## config.mk

```make
export PLATFORM = sky130hd
export DESIGN_NAME = uart_cmd_decoder
export DESIGN_NICKNAME = d
export VERILOG_FILES = /design/src/rtl/uart_cmd_decoder.sv
export SDC_FILE = /design/constraint.sdc
export NUM_CORES = 1
export LEC_CHECK = 0
export ABC_AREA = 1
export CORE_MARGIN = 1.5
export CORE_UTILIZATION = 50
export DETAILED_ROUTE_END_ITERATION = 12
export GPL_ROUTABILITY_DRIVEN = 0
export PLACE_DENSITY = 0.69
export SYNTH_ARGS = -nofsm -noshare
export SYNTH_HDL_FRONTEND = slang
export SYNTH_SLANG_ARGS = --single-unit
export TNS_END_PERCENT = 1
```

## constraint.sdc

```tcl
create_clock -name clk -period 2.43 [get_ports clk]
set_input_delay 0.729 -clock clk [delete_from_list [all_inputs] [get_ports clk]]
set_output_delay 0.729 -clock clk [all_outputs]
set_load 0.005 [all_outputs]
```

## src/rtl/uart_cmd_decoder.sv

```systemverilog
// uart_cmd_decoder
//
// Turns the UART receiver's byte stream into tic-tac-toe commands:
//   "P<1..9>" + CR/LF -> MOVE (cell 0..8)
//   "N"       + CR/LF -> NEW
//   "S"       + CR/LF -> STATUS
// A bare CR/LF in idle is ignored. Malformed input, inter-byte timeouts inside a
// command and bytes arriving while a command is still pending are reported as
// one-cycle err pulses. err_code holds the last error code.
//
// Optional feature macro: UART_CMD_ECHO_EN
//   Defined:   accepted bytes are copied into a one-entry echo register toward the
//              transmitter (echo_valid/echo_data/echo_ready handshake).
//   Undefined: echo_valid and echo_data are tied to 0 and echo_ready is ignored.
//
// Ports:
//   clk, reset          clock; synchronous active-high reset
//   rx_rd, rx_data      receiver byte-ready level and byte
//   cmd_valid/ready     command handshake toward the game controller
//   cmd_op, cmd_cell    0 MOVE / 1 NEW / 2 STATUS; cell 0..8 for MOVE, else 0
//   err, err_code       error pulse; 1 BAD_OP 2 BAD_ARG 3 BAD_TERM 4 TIMEOUT 5 OVERRUN
//   echo_valid/data/ready  byte echo toward the transmitter

module uart_cmd_decoder #(
    parameter int unsigned SYS_CLK    = 14000000,
    parameter int unsigned TIMEOUT_MS = 100
) (
    input  logic       clk,
    input  logic       reset,
    input  logic       rx_rd,
    input  logic [7:0] rx_data,
    output logic       cmd_valid,
    input  logic       cmd_ready,
    output logic [1:0] cmd_op,
    output logic [3:0] cmd_cell,
    output logic       err,
    output logic [2:0] err_code,
    output logic       echo_valid,
    output logic [7:0] echo_data,
    input  logic       echo_ready
);

    localparam logic [31:0] TIMEOUT_CYC = 32'((SYS_CLK / 1000) * TIMEOUT_MS);

    localparam logic [1:0] OpMove   = 2'd0;
    localparam logic [1:0] OpNew    = 2'd1;
    localparam logic [1:0] OpStatus = 2'd2;

    localparam logic [2:0] ErrBadOp   = 3'd1;
    localparam logic [2:0] ErrBadArg  = 3'd2;
    localparam logic [2:0] ErrBadTerm = 3'd3;
    localparam logic [2:0] ErrTimeout = 3'd4;
    localparam logic [2:0] ErrOverrun = 3'd5;

    typedef enum logic [1:0] {
        StIdle,
        StArg,
        StTerm,
        StIssue
    } state_e;

    state_e      state_q, state_d;
    logic        rx_rd_q;             // rx_rd delayed one cycle for edge detection
    logic [1:0]  op_q, op_d;
    logic [3:0]  cell_q, cell_d;
    logic        err_q, err_d;
    logic [2:0]  err_code_q, err_code_d;
    logic [31:0] tmo_cnt_q, tmo_cnt_d;

    logic byte_ev;
    logic in_cmd;
    logic tmo_hit;
    logic handshake;
    logic is_term;
    logic is_digit;

    assign byte_ev   = rx_rd & ~rx_rd_q;
    assign in_cmd    = (state_q == StArg) || (state_q == StTerm);
    assign tmo_hit   = in_cmd && (tmo_cnt_q == TIMEOUT_CYC);
    assign handshake = (state_q == StIssue) && cmd_ready;
    assign is_term   = (rx_data == 8'h0D) || (rx_data == 8'h0A);
    assign is_digit  = (rx_data >= 8'h31) && (rx_data <= 8'h39);

    always_comb begin
        state_d    = state_q;
        op_d       = op_q;
        cell_d     = cell_q;
        err_d      = 1'b0;
        err_code_d = err_code_q;

        // Counter only runs inside a command; every byte restarts it, which also
        // covers entry to ARG/TERM since that only happens on a byte.
        if (byte_ev || !in_cmd) begin
            tmo_cnt_d = '0;
        end else begin
            tmo_cnt_d = tmo_cnt_q + 32'd1;
        end

        unique case (state_q)
            StIdle: begin
                if (byte_ev) begin
                    if (rx_data == 8'h50) begin
                        state_d = StArg;
                        op_d    = OpMove;
                        cell_d  = '0;
                    end else if (rx_data == 8'h4E) begin
                        state_d = StTerm;
                        op_d    = OpNew;
                        cell_d  = '0;
                    end else if (rx_data == 8'h53) begin
                        state_d = StTerm;
                        op_d    = OpStatus;
                        cell_d  = '0;
                    end else if (!is_term) begin
                        err_d      = 1'b1;
                        err_code_d = ErrBadOp;
                        op_d       = '0;
                        cell_d     = '0;
                    end
                end
            end

            StArg: begin
                if (byte_ev) begin
                    if (is_digit) begin
                        state_d = StTerm;
                        // '1'..'9' have low nibble 1..9
                        cell_d  = rx_data[3:0] - 4'd1;
                    end else begin
                        state_d    = StIdle;
                        err_d      = 1'b1;
                        err_code_d = ErrBadArg;
                        op_d       = '0;
                        cell_d     = '0;
                    end
                end else if (tmo_hit) begin
                    state_d    = StIdle;
                    err_d      = 1'b1;
                    err_code_d = ErrTimeout;
                    op_d       = '0;
                    cell_d     = '0;
                end
            end

            StTerm: begin
                if (byte_ev) begin
                    if (is_term) begin
                        state_d = StIssue;
                    end else begin
                        state_d    = StIdle;
                        err_d      = 1'b1;
                        err_code_d = ErrBadTerm;
                        op_d       = '0;
                        cell_d     = '0;
                    end
                end else if (tmo_hit) begin
                    state_d    = StIdle;
                    err_d      = 1'b1;
                    err_code_d = ErrTimeout;
                    op_d       = '0;
                    cell_d     = '0;
                end
            end

            StIssue: begin
                if (handshake) begin
                    state_d = StIdle;
                end
                // The pending command is kept intact; the byte is simply lost.
                if (byte_ev) begin
                    err_d      = 1'b1;
                    err_code_d = ErrOverrun;
                end
            end

            default: begin
                state_d = StIdle;
            end
        endcase
    end

    always_ff @(posedge clk) begin
        if (reset) begin
            state_q    <= StIdle;
            rx_rd_q    <= 1'b1;  // a level already high at reset release is not a byte
            op_q       <= '0;
            cell_q     <= '0;
            err_q      <= 1'b0;
            err_code_q <= '0;
            tmo_cnt_q  <= '0;
        end else begin
            state_q    <= state_d;
            rx_rd_q    <= rx_rd;
            op_q       <= op_d;
            cell_q     <= cell_d;
            err_q      <= err_d;
            err_code_q <= err_code_d;
            tmo_cnt_q  <= tmo_cnt_d;
        end
    end

    assign cmd_valid = (state_q == StIssue);
    assign cmd_op    = op_q;
    assign cmd_cell  = cell_q;
    assign err       = err_q;
    assign err_code  = err_code_q;

`ifdef UART_CMD_ECHO_EN
    logic       echo_valid_q;
    logic [7:0] echo_data_q;

    always_ff @(posedge clk) begin
        if (reset) begin
            echo_valid_q <= 1'b0;
            echo_data_q  <= '0;
        end else begin
            if (echo_valid_q && echo_ready) begin
                echo_valid_q <= 1'b0;
            end
            // Only an empty register accepts a byte; overrun bytes are never echoed.
            if (byte_ev && (state_q != StIssue) && !echo_valid_q) begin
                echo_valid_q <= 1'b1;
                echo_data_q  <= rx_data;
            end
        end
    end

    assign echo_valid = echo_valid_q;
    assign echo_data  = echo_data_q;
`else
    logic unused_echo_ready;
    assign unused_echo_ready = echo_ready;
    assign echo_valid        = 1'b0;
    assign echo_data         = 8'h00;
`endif

endmodule

```

==> summary.txt <==
Outcome
  – Status: completed

CTS
  – Clock-pin transition on the worst setup and hold timing paths: 100 ps
  – CTS Root Cell: clkbuf_8
  – Max Buffers Root-to-Sink: 2
  – CTS buffer count: 5
  – Worst-Skew Late Latency: 310 ps
  – Clock net sink count: 45
  – CTS tree: built
  – Post-CTS Setup Inserts: 0
  – Max H-tree Level: 2

Global route
  – Number of antenna violations at the first check in global routing: 0
  – First-pass GRT wire length: 11500 µm
  – Most crowded layer after global routing: met2
  – Grt met2 use: 36.5%
  – Vias in the first global route: 2571
  – M1 GR Usage: 33.2%
  – Gr usage total: 23.1%
  – Overflow left after global routing: 0
  – Met3 Usage GRT: 3.45%
  – Pin count of the biggest net entering global routing: 17

Final layout
  – Fill cells: between 500 and 600
  – Layout cell share with drive strength beyond 1: a little over a tenth
  – Multi-input gate area: between 0.0015 and 0.002 mm²
  – Final #Nets: approximately 520
  – Area Growth Syn to Fin: 18.8%
  – Post-route design area: 0.00343 mm²
  – Fin util: 61.8%
  – Number of antenna diodes: 0
  – Register area: 901 µm²

Critical path
  – Top delay family on crit path: buffers and inverters
  – Top cell by count, worst path: inv_1
  – CP required: 2620 ps
  – Slowest CP cell: clkdlybuf4s50_1
  – Crit Path Category: input port to flip-flop
  – CP startpoint kind: input port
  – CP Capture Type: flip-flop
  – Length in cells of the worst reg-to-reg path: 13
  – Slowest stage delay, CP: ~500 ps
  – Critical path fanouts, max: 4
  – Stages on the worst setup path: 11
  – Worst path arrival time: 2430 ps
  – Crit path cell chain: clkdlybuf4s50_1 > inv_1 > ha_1 > inv_1 > o21ai_0 > nand3_1 > nand4_1 > nand3_1 > inv_1 > a21oi_1 > nor2_1
  – Critical path buffers and inverters: 4

Logic synthesis
  – Post-synthesis sequential area ratio: 31.2%
  – Synthesized area: 0.00288 mm²
  – Top-area cell type share of the netlist area: 31.2%
  – Synth Instances: ~450
  – Post-synth cell types: 35
  – Avg Cell Area, Syn: 6.38 µm²
  – Most area-consuming cells after synthesis: dfxtp_1 (31%), nand2_1 (15%), inv_1 (8.3%)
  – Largest area contributor in the netlist: dfxtp_1
  – Synthesis Warnings: 0
  – #FFs+latches synth: 45

Pwr
  – Cell Int Power: between 1 and 1.5 mW
  – Power share of the clock group: 42.1%
  – Worst VDD drop: 0.371 mV
  – Seq pwr share: about half
  – Final Power: around 1.4 mW
  – Switching power: 333 µW
  – Leakage Power: 1.34 nW
  – Power Dens Cells: 418 mW/mm²
  – Logic pwr share: about 6.3%
  – Switching share of total power: 23.3%

Place
  – DP HPWL: about 5400 µm
  – Post-place instance area: 0.00330 mm²
  – Port Buffers: 22

STA
  – RSZ-0062 raised after global routing: true
  – Peak Freq: approximately 0.45 GHz
  – Post-route minimum period: 2230 ps
  – Setup TNS: 0 ps
  – Final Skew: about 14 ps
  – Final period utilization: 91.9%
  – Final hold vios: 0
  – Final Max Slew Viols: 0
  – # setup viols final: 0

Routing
  – Final ANT Viol Nets: 0
  – Via/cell ratio: a little over 5
  – Final wirelength: 6730 µm
  – TritonRoute pass-1 iters: 6
  – Vias: around 2900
  – Initial detailed-routing violation count: 245
  – Routed wire per std cell: 11.8 µm
  – DR DRC count: 0

Die
  – Row cnt: 27
  – DIE HEIGHT: 78.9 µm
  – Die area: 0.00623 mm²
  – Initial Util: approximately 52%
  – Core Area: ~0.0055 mm²
  – Die Width: 78.9 µm
  – I/O Pins: 33

Min path
  – WHS Path Cells: 2
  – HP Class: flip-flop to flip-flop

Job
  – Max cap viols: 0
stage by stage:
stage / hold WS [ps] / worst slack (ps) / instances
finish: 472 / 196 / 570
global route: 512 / -17.3 / 570
floorplan: 430 / 560 / 460
CTS: 473 / 126 / 570
global placement: 444 / -132 / 562
detailed placement: 454 / -193 / 562
cell families (layout without fill, tap and decap cells):
family          after synthesis  in the layout  synth area share (%)
compound gates               66             66                  12.0
xor+xnor                      5              5                  1.52
fa+ha+maj                    11             11                  4.77
buf+inv                      78            116                  11.5
flops                        45             45                  31.2
other cells                   1              9                 0.130
simple gates                246            246                  38.8
per-layer routing:
metal	share of wire (%)	vias to the layer above
met3	3.5	6
met2	43	57
met5	0	-
met1	52	1304
li1	-	1519
met4	0.91	0
flip-flops by register name (all words and copies together), names as in the netlist:
| signal | count |
|---|---|
| cmd_op | 2 |
| state_q | 2 |
| rx_rd_q | 1 |
| err | 1 |
| err_code | 3 |
| cmd_cell | 4 |
| tmo_cnt_q | 32 |
cells in the final DEF (no fill, tap or decap), types with 5 or more instances in the layout:
cell             count
ha_1                11
o21ai_0             25
nand3_1             22
dfxtp_1             45
clkbuf_8             5
clkdlybuf4s50_1     22
nor3_1              15
nand2_2              5
nand4_1             14
conb_1               9
nand2_1            114
or2_2                5
inv_1               64
nor2_1              52
buf_4               22
a21oi_1             33
final timing paths:
path                            slack [ps]     startpoint            end
worst max-delay path                   200     rx_data[1]    err_code[2]
worst min-delay path                   470  tmo_cnt_q[31]  tmo_cnt_q[31]
worst max register to register         460     state_q[0]            err
worst min register to register         470  tmo_cnt_q[31]  tmo_cnt_q[31]
worst register-to-register path: stages (launching register included):
cell	delay [ps]
dfxtp_1	390
inv_1	80
ha_1	320
nand2_1	60
nor2_1	80
nand2_1	70
nor2_1	130
nand3_1	190
nand2_1	160
buf_4	110
nand2_1	40
nand3_1	80
nand2_1	60
a21oi_1	120
synth_stat cells (all sizes together):
library cell,n
a21boi,1
a21oi,33
a31oi,2
and2,3
and3,1
buf,11
clkbuf,3
conb,1
dfxtp,45
ha,11
inv,64
nand2,119
nand3,24
nand3b,2
nand4,14
nor2,57
nor3,19
nor3b,1
nor4,1
o21a,1
o21ai,28
o2bb2ai,1
or2,5
xnor2,2
xor2,3
power by group through the flow:
stage | registers, mW | logic [mW] | clock network (mW)
global route | 0.741 | 0.101 | 0.648
global placement | 0.757 | 0.0882 | 0
finish | 0.740 | 0.0896 | 0.603
CTS | 0.740 | 0.0893 | 0.615
detailed placement | 0.757 | 0.0889 | 0
floorplan | 0.758 | 0.0526 | 0
layout make-up:
| class | count | area share (%) |
|---|---|---|
| Inverter | 64 | 7.01 |
| Sequential cell | 45 | 26.3 |
| Clock inverter | 3 | 1.46 |
| Timing Repair Buffer | 44 | 11.2 |
| Multi-Input combinational cell | 337 | 49.3 |
| Tap cell | 72 | 2.63 |
| Clock buffer | 5 | 2.01 |
repair_timing:
| item | 4_1_cts | 5_1_grt |
|---|---|---|
| hold buffers | 0 | 0 |
| endpoints found under the setup margin | 0 | 8 |
| resized for setup | 0 | 4 |
Note: power is estimated with default switching activity, not from simulation.
